<file path="src/rtl/sr_cmd_gen.sv">
// Purpose : synchronise and debounce raw set/clear requests into exclusive one-cycle s/r pulses for a downstream SR flop.
// Latency : a raw rise first sampled at edge n pulses s/r at edge n+DEB_CYCLES+3; pulses are spaced by at least GAP_CYCLES+1 edges.
// Backpress: no handshake; events arriving during the gap are held in a one-deep pending slot in which the latest event wins.
//
// Ports:
//   clk       - sole clock, rising edge
//   rst       - asynchronous active-low reset
//   set_req   - raw set request, asynchronous to clk
//   clr_req   - raw clear request, asynchronous to clk
//   s, r      - one-cycle set / reset pulses; never high together
//   busy      - high during the forced idle cycles that follow each pulse
//   conflict  - one-cycle flag: set and clear events accepted on the same edge
//   q_exp     - mirror of the flop state that the issued pulses produce
//
// Optional build macro SR_CMD_SET_PRIORITY_EN: when defined, a simultaneous
// set/clear event resolves to set; otherwise both events are dropped.
module sr_cmd_gen #(
  parameter int DEB_CYCLES = 4,
  parameter int GAP_CYCLES = 3
) (
  input  logic clk,
  input  logic rst,
  input  logic set_req,
  input  logic clr_req,
  output logic s,
  output logic r,
  output logic busy,
  output logic conflict,
  output logic q_exp
);

  localparam int DW = $clog2(DEB_CYCLES + 1);
  localparam int GW = $clog2(GAP_CYCLES + 1);

  typedef enum logic [1:0] {CMD_NONE, CMD_SET, CMD_CLR} cmd_t;
  typedef enum logic {ST_IDLE, ST_GAP} state_t;

  // Channel 0 carries set, channel 1 carries clear.
  logic [1:0]         raw;
  logic [1:0]         sync1;
  logic [1:0]         sync2;
  logic [1:0]         deb;
  logic [1:0]         deb_d;
  logic [1:0]         evt;
  logic [1:0][DW-1:0] cnt;

  assign raw = {clr_req, set_req};

  // Synchroniser, debouncer and rising-edge detector for both channels.
  // The counter measures how long the synchronised input has disagreed
  // with the accepted level; a single agreeing sample restarts it.
  always_ff @(posedge clk or negedge rst) begin
    if (!rst) begin
      sync1 <= '0;
      sync2 <= '0;
      deb   <= '0;
      deb_d <= '0;
      evt   <= '0;
      cnt   <= '0;
    end else begin
      sync1 <= raw;
      sync2 <= sync1;
      deb_d <= deb;
      // Registered edge detect: one extra stage between debouncer and FSM.
      evt   <= deb & ~deb_d;
      for (int i = 0; i < 2; i++) begin
        if (sync2[i] == deb[i]) begin
          cnt[i] <= '0;
        end else if (cnt[i] == DW'(DEB_CYCLES - 1)) begin
          cnt[i] <= '0;
          deb[i] <= ~deb[i];
        end else begin
          cnt[i] <= cnt[i] + 1'b1;
        end
      end
    end
  end

  state_t      state;
  logic [GW-1:0] gcnt;
  cmd_t        pend;
  cmd_t        evt_cmd;
  cmd_t        issue_cmd;
  logic        both_evt;

  // Resolve this edge's events into at most one command.
  always_comb begin
    both_evt = evt[0] & evt[1];
    evt_cmd  = CMD_NONE;
    if (both_evt) begin
`ifdef SR_CMD_SET_PRIORITY_EN
      evt_cmd = CMD_SET;
`else
      evt_cmd = CMD_NONE;
`endif
    end else if (evt[0]) begin
      evt_cmd = CMD_SET;
    end else if (evt[1]) begin
      evt_cmd = CMD_CLR;
    end
  end

  // A fresh event on the issuing edge beats whatever was pending; in IDLE
  // pend is always NONE so this is simply the fresh event.
  assign issue_cmd = (evt_cmd != CMD_NONE) ? evt_cmd : pend;

  always_ff @(posedge clk or negedge rst) begin
    if (!rst) begin
      state    <= ST_IDLE;
      gcnt     <= '0;
      pend     <= CMD_NONE;
      s        <= 1'b0;
      r        <= 1'b0;
      busy     <= 1'b0;
      conflict <= 1'b0;
      q_exp    <= 1'b0;
    end else begin
      s        <= 1'b0;
      r        <= 1'b0;
      busy     <= 1'b0;
      conflict <= both_evt;

      if (s) begin
        q_exp <= 1'b1;
      end else if (r) begin
        q_exp <= 1'b0;
      end

      if (state == ST_GAP && gcnt != '0) begin
        // Forced idle: count down and remember only the newest command.
        gcnt <= gcnt - 1'b1;
        busy <= 1'b1;
        if (evt_cmd != CMD_NONE) begin
          pend <= evt_cmd;
        end
      end else begin
        // IDLE, or the gap has expired: issue if anything is waiting.
        pend <= CMD_NONE;
        if (issue_cmd != CMD_NONE) begin
          s     <= (issue_cmd == CMD_SET);
          r     <= (issue_cmd == CMD_CLR);
          state <= ST_GAP;
          gcnt  <= GW'(GAP_CYCLES);
        end else begin
          state <= ST_IDLE;
        end
      end
    end
  end

endmodule

</file>
<file path="config.mk">
export PLATFORM = sky130hd
export DESIGN_NAME = sr_cmd_gen
export DESIGN_NICKNAME = d
export VERILOG_FILES = /design/src/rtl/sr_cmd_gen.sv
export SDC_FILE = /design/constraint.sdc
export NUM_CORES = 1
export LEC_CHECK = 0
export ABC_AREA = 0
export BUFFER_PORTS_ARGS = -buffer_cell sky130_fd_sc_hd__buf_2
export CAP_MARGIN = 10
export CELL_PAD_IN_SITES_DETAIL_PLACEMENT = 1
export CELL_PAD_IN_SITES_GLOBAL_PLACEMENT = 1
export CORE_MARGIN = 2
export CORE_UTILIZATION = 46
export DETAILED_ROUTE_END_ITERATION = 7
export PLACE_DENSITY_LB_ADDON = 0.1
export SKIP_LAST_GASP = 1
export SYNTH_ARGS = -nofsm -noshare
export SYNTH_HDL_FRONTEND = slang
export SYNTH_SLANG_ARGS = --single-unit
</file>
<file path="constraint.sdc">
create_clock -name clk -period 1.9 [get_ports clk]
set_input_delay 0.095 -clock clk [delete_from_list [all_inputs] [get_ports clk]]
set_output_delay 0.095 -clock clk [all_outputs]
set_load 0.01 [all_outputs]
</file>
# Word-level counts from Yosys, hierarchy flattened
# Index checks and enable logic that the tools add are counted.
[totals]
in_bits = 4
mem_count = 0
ff_bits = 26
rom_bits = 0
output_inout_bits = 5
latchBits = 0
ramBits = 0
wordCells = 59
[classes]
order_cmp = 0
n_reduce_logical = 8
div_mod_pow = 0
add_sub_neg = 3
n_mux = 19
mul = 0
n_bitwise = 7
shift = 0
n_eq_ne = 6
[ops]
columns = ["cell", "n"]
rows = [
  ["2-to-1 mux 2 bit", 7],
  ["2-to-1 mux 3 bit", 4],
  ["nonzero test 2 bit", 5],
  ["2-to-1 mux 1 bit", 8],
  ["adder 3 x 1 -> 3 bit, second input constant", 2],
  ["== test 3 x 2 -> 1 bit, second input constant", 2],
  ["inverter 1 bit", 4],
  ["AND reduction 2 bit", 2],
  ["bitwise AND 2 bit", 1],
  ["== test 1 bit", 2],
  ["== test 2 x 1 -> 1 bit, second input constant", 1],
  ["== test 2 bit, second input constant", 1],
  ["inverter 2 bit", 1],
  ["subtractor 2 x 1 -> 2 bit, second input constant", 1],
  ["bitwise AND 1 bit", 1],
  ["logical AND 1 bit", 1],
]

# Logic depth before layout (Yosys ltp)
[logic_depth]
depth_word = 8
ltp_mapped = 5

# Worst setup path before layout
# Ideal clock, no wire load.
[synth_timing]
path_type = "register to register"
from = "reg evt[0]"
to = "reg gcnt[0]"
synth_period_minus_slack_ps = 1529
t_required_ps = 1775
arrival_ps = 1404
setup_slack_ps = 371
stages_incl_launch_ff = 6
path_cell_list = "dfrtp_1 > inv_1 > ha_1 > mux2i_1 > nand4_2 > mux2_4"
[synth_via]
elab_chain_cells = 6
[synth_lines]
columns = ["element", "line", "rtl"]
rows = [
  ["start, declared", "44", "logic [1:0] evt;"],
  ["start signal, assigned", "65", "evt <= deb & ~deb_d;"],
  ["2-to-1 mux 2 bit / bitwise AND 1 bit (equally long branches)", "96, 88", ""],
  ["2-to-1 mux 2 bit (*)", "90", "if (both_evt) begin"],
  ["nonzero test 2 bit", "105", "assign issue_cmd = (evt_cmd != CMD_NONE) ? evt_cmd : pend;"],
  ["2-to-1 mux 2 bit (*)", "-", ""],
  ["nonzero test 2 bit (*)", "139", "if (issue_cmd != CMD_NONE) begin"],
  ["nonzero test 2 bit (no source line) (*)", "-", ""],
  ["end signal, assigned", "131", "gcnt <= gcnt - 1'b1;"],
  ["end signal, assigned", "143", "gcnt <= GW'(GAP_CYCLES);"],
  ["end, declared", "80", "logic [GW-1:0] gcnt;"],
]
# Every way passes the cells marked *; elsewhere a longest branch is shown, timed or not.
# A chain may end at the register's enable or synchronous reset.

# Worst setup path in the final report
# Same ends and word-level chain as after synthesis.

==> results by group <==
Route
  • Wire per inst: 13.0 µm
  • Initial detailed-routing violation count: 1
  • Sum of routed wire length over all layers: 1480 µm
  • Final antenna-violating net count: 0
  • Number of remaining DRC errors: 0
  • Overall via count from detail_route: 547
  • Detailed-router iteration count before antenna repair: 2
  • Routed via count divided by cell count: 4.80

Final layout
  • # fillers: 208
  • Antenna fix cells: 0
  • Post-route cell area: 0.00115 mm²
  • Multi-input combinational cell area: 333 µm²
  • Net count, final: 100
  • Storage element area: 651 µm²
  • Fraction of final layout cells with drive strength greater than 1: 20.7%
  • Layout Area Growth over Synthesis: 13.9%

Setup path
  • Arrival time of the worst setup path: 1.92 ns
  • Family with the most delay on the worst path: multiplexers
  • Critical path depth: 5
  • Worst R2R Path Depth: 5
  • Kind of end point of the critical path: register
  • Setup Crit Path Kind: reg -> reg
  • Slowest cell delay on critical path: 0.43 ns
  • Critical path data required time: 2.12 ns
  • Slowest CP cell: sky130_fd_sc_hd__dfrtp_1
  • Critical Path, Cell by Cell: inv_1 -> ha_1 -> mux2i_1 -> nand4_2 -> mux2_4
  • Worst-path maximum fanout: 6
  • Startpoint class of the critical path: register
  • Total buffers and inverters traversed by the critical path: 1

Yosys
  • Syn Inst Count: 72
  • Synthesis-stage register bit count: 26
  • Sequential cell area fraction in the yosys report: 64.7%
  • Mean cell area of the mapped netlist: 14.0 µm²
  • Synthesized area: 0.00101 mm²
  • Yosys warning count: 0
  • Syn nets: 84
  • Yosys cell types: 20

Clock network
  • CTS H-Tree Depth: 1
  • Number of buffers added by the clock tree synthesis step: 3
  • CTS tree: done
  • Clock sink count: 26
  • Buffers from clock root to sink, at most: 2
  • Clock input transition at the sequential cells of the worst setup and hold paths: 0.13 ns
  • Clock root buffer master: sky130_fd_sc_hd__clkbuf_4
  • Count of instances resized after the clock tree is built: 0
  • Clock insertion delay at the later pin of the skew report: 0.32 ns

GRT
  • Number of antenna violations at the first check in global routing: 0
  • Wire length of the first global-routing pass: 2640 µm
  • Largest net degree at the start of global routing: 27
  • Vias in the first global route: 611
  • Gr usage total: 14.4%
  • Remaining global-route overflow: 0

Power and ir drop
  • Overall power consumption: 1.75 mW
  • Power Dens Cells: 1520 mW/mm²
  • Cell leakage power: 0.574 nW
  • Peak supply drop: 0.671 mV

Job
  • # Max-Cap Violations: 0

Timing
  • Worst-case clock skew: 0.00306 ns
  • Tcrit/Tclk final: 89.4%
  • Transition time at the pin with the least slew margin: 0.567 ns
  • Setup repair after global routing missed its margin: false
  • Sum Neg Setup Slack: 0 ns
  • Relative slew margins: 62.2%
  • Final setup margin: 0.201 ns
  • Number of max-slew violations in the final report: 0
  • Setup-failing EPs final: 0
  • Number of hold violations in the final report: 0
  • Clock period minus worst slack: 1.70 ns
  • Maximum clock frequency: 589 MHz

Floorplan
  • Full die area: 0.00258 mm²
  • Number of top-level pins: 9
  • Standard-cell row count: 16
  • Area of the core region: 0.00202 mm²
  • Vertical extent of the die: 50.8 µm
  • Die extent in x: 50.8 µm
  • Initial core utilization: 49.8%

Placement
  • Placement-stage cell area: 0.00108 mm²
  • Dpl hpwl: 1090 µm
  • Final weighted congestion in routability-driven placement: 0.700
  • Port Buffers: 8
  • Pre-CTS setup slack: 0.182 ns

Hold path
  • Kind of path behind the tightest hold check: in -> async

Status
  • Run status: completed
[cell usage after synthesis]
cell | instances | area share, %
sky130_fd_sc_hd__nand3_1 | 1 | 0.50
sky130_fd_sc_hd__nor3b_1 | 4 | 3.0
sky130_fd_sc_hd__nand4_2 | 1 | 1.2
sky130_fd_sc_hd__mux2i_1 | 2 | 2.0
sky130_fd_sc_hd__a21oi_1 | 2 | 1.0
sky130_fd_sc_hd__nand2b_1 | 1 | 0.62
sky130_fd_sc_hd__mux2_4 | 1 | 1.5
sky130_fd_sc_hd__a21o_1 | 1 | 0.75
sky130_fd_sc_hd__nor3_1 | 2 | 1.0
sky130_fd_sc_hd__dfrtp_1 | 26 | 65
sky130_fd_sc_hd__ha_1 | 8 | 10
sky130_fd_sc_hd__nor2_1 | 3 | 1.1
sky130_fd_sc_hd__inv_1 | 6 | 2.2
sky130_fd_sc_hd__a2bb2oi_1 | 1 | 0.87
sky130_fd_sc_hd__or2_1 | 1 | 0.62
sky130_fd_sc_hd__nand2b_2 | 2 | 1.7
sky130_fd_sc_hd__xnor2_1 | 2 | 1.7
sky130_fd_sc_hd__mux2_2 | 2 | 2.2
sky130_fd_sc_hd__nor2b_1 | 4 | 2.5
sky130_fd_sc_hd__nand2_1 | 2 | 0.75
[registers in the layout (all words and copies together), names as in the netlist, 2 cells and up]
name	cells
cnt	6
deb	2
deb_d	2
evt	2
gcnt	2
pend	2
sync1	2
sync2	2
[where the power goes]
part	switching, mW	internal (mW)	total (mW)
clock network	0.156	0.117	0.273
registers	0.108	0.743	0.851
logic	0.311	0.312	0.623
[worst paths after layout]
path,slack (ns),from,endpoint
min,0.28,rst,r
min in group clk,0.37,sync1[0],sync2[0]
max reg2reg,0.20,evt[0],gcnt[0]
max in group asynchronous,1.25,rst,cnt[0]
min reg2reg,0.37,sync1[0],sync2[0]
max,0.20,evt[0],gcnt[0]
[cell usage in the layout (no fill, tap or decap), drive strengths merged]
cell type,Yosys,layout
mux2,3,3
nand2b,3,3
buf,0,8
inv,6,6
nor2b,4,4
nor2,3,3
nand4,1,1
a21o,1,1
xnor2,2,2
a21oi,2,2
or2,1,1
dfrtp,26,26
nand2,2,2
nand3,1,1
clkbuf,0,4
mux2i,2,2
a2bb2oi,1,1
nor3,2,2
ha,8,8
nor3b,4,4
dlygate4sd3,0,3
[cell type report]
type,count,share of cell area [%]
Clock buffer,4,3.17
Multi-Input combinational cell,40,29.0
Sequential cell,26,56.8
Timing Repair Buffer,11,6.11
Inverter,6,1.97
Tap cell,27,2.95
[timing repair]
item,4_1_cts,5_1_grt
setup endpoints to repair,0,0
hold buffers,3,0
setup buffers,0,0
hold endpoints to repair,28,0
[kinds of logic after synthesis]
family / Yosys count / share of synthesized area, %
buf+inv: 6 / 2.24
compound gates: 4 / 2.61
flops: 26 / 64.7
fa+ha+maj: 8 / 9.95
mux: 5 / 5.72
xor+xnor: 2 / 1.74
simple gates: 21 / 13.1
[stage by stage]
stage | instances | hold slack (ns) | utilization (%)
detailed placement | 107 | 0.124 | 53.4
CTS | 114 | 0.294 | 56.7
finish | 114 | 0.285 | 56.7
global route | 114 | 0.331 | 56.7
global placement | 107 | 0.113 | 53.4
floorplan | 72 | -0.201 | -
[routing by layer]
metal	part of all wire, %	routed length [µm]	GRT usage, %
met1	46	677	17.0
met2	49	726	23.9
met3	3.1	46	3.57
met4	2.0	29	8.11
met5	0	0	0
Note: power is estimated with default switching activity, not from simulation.
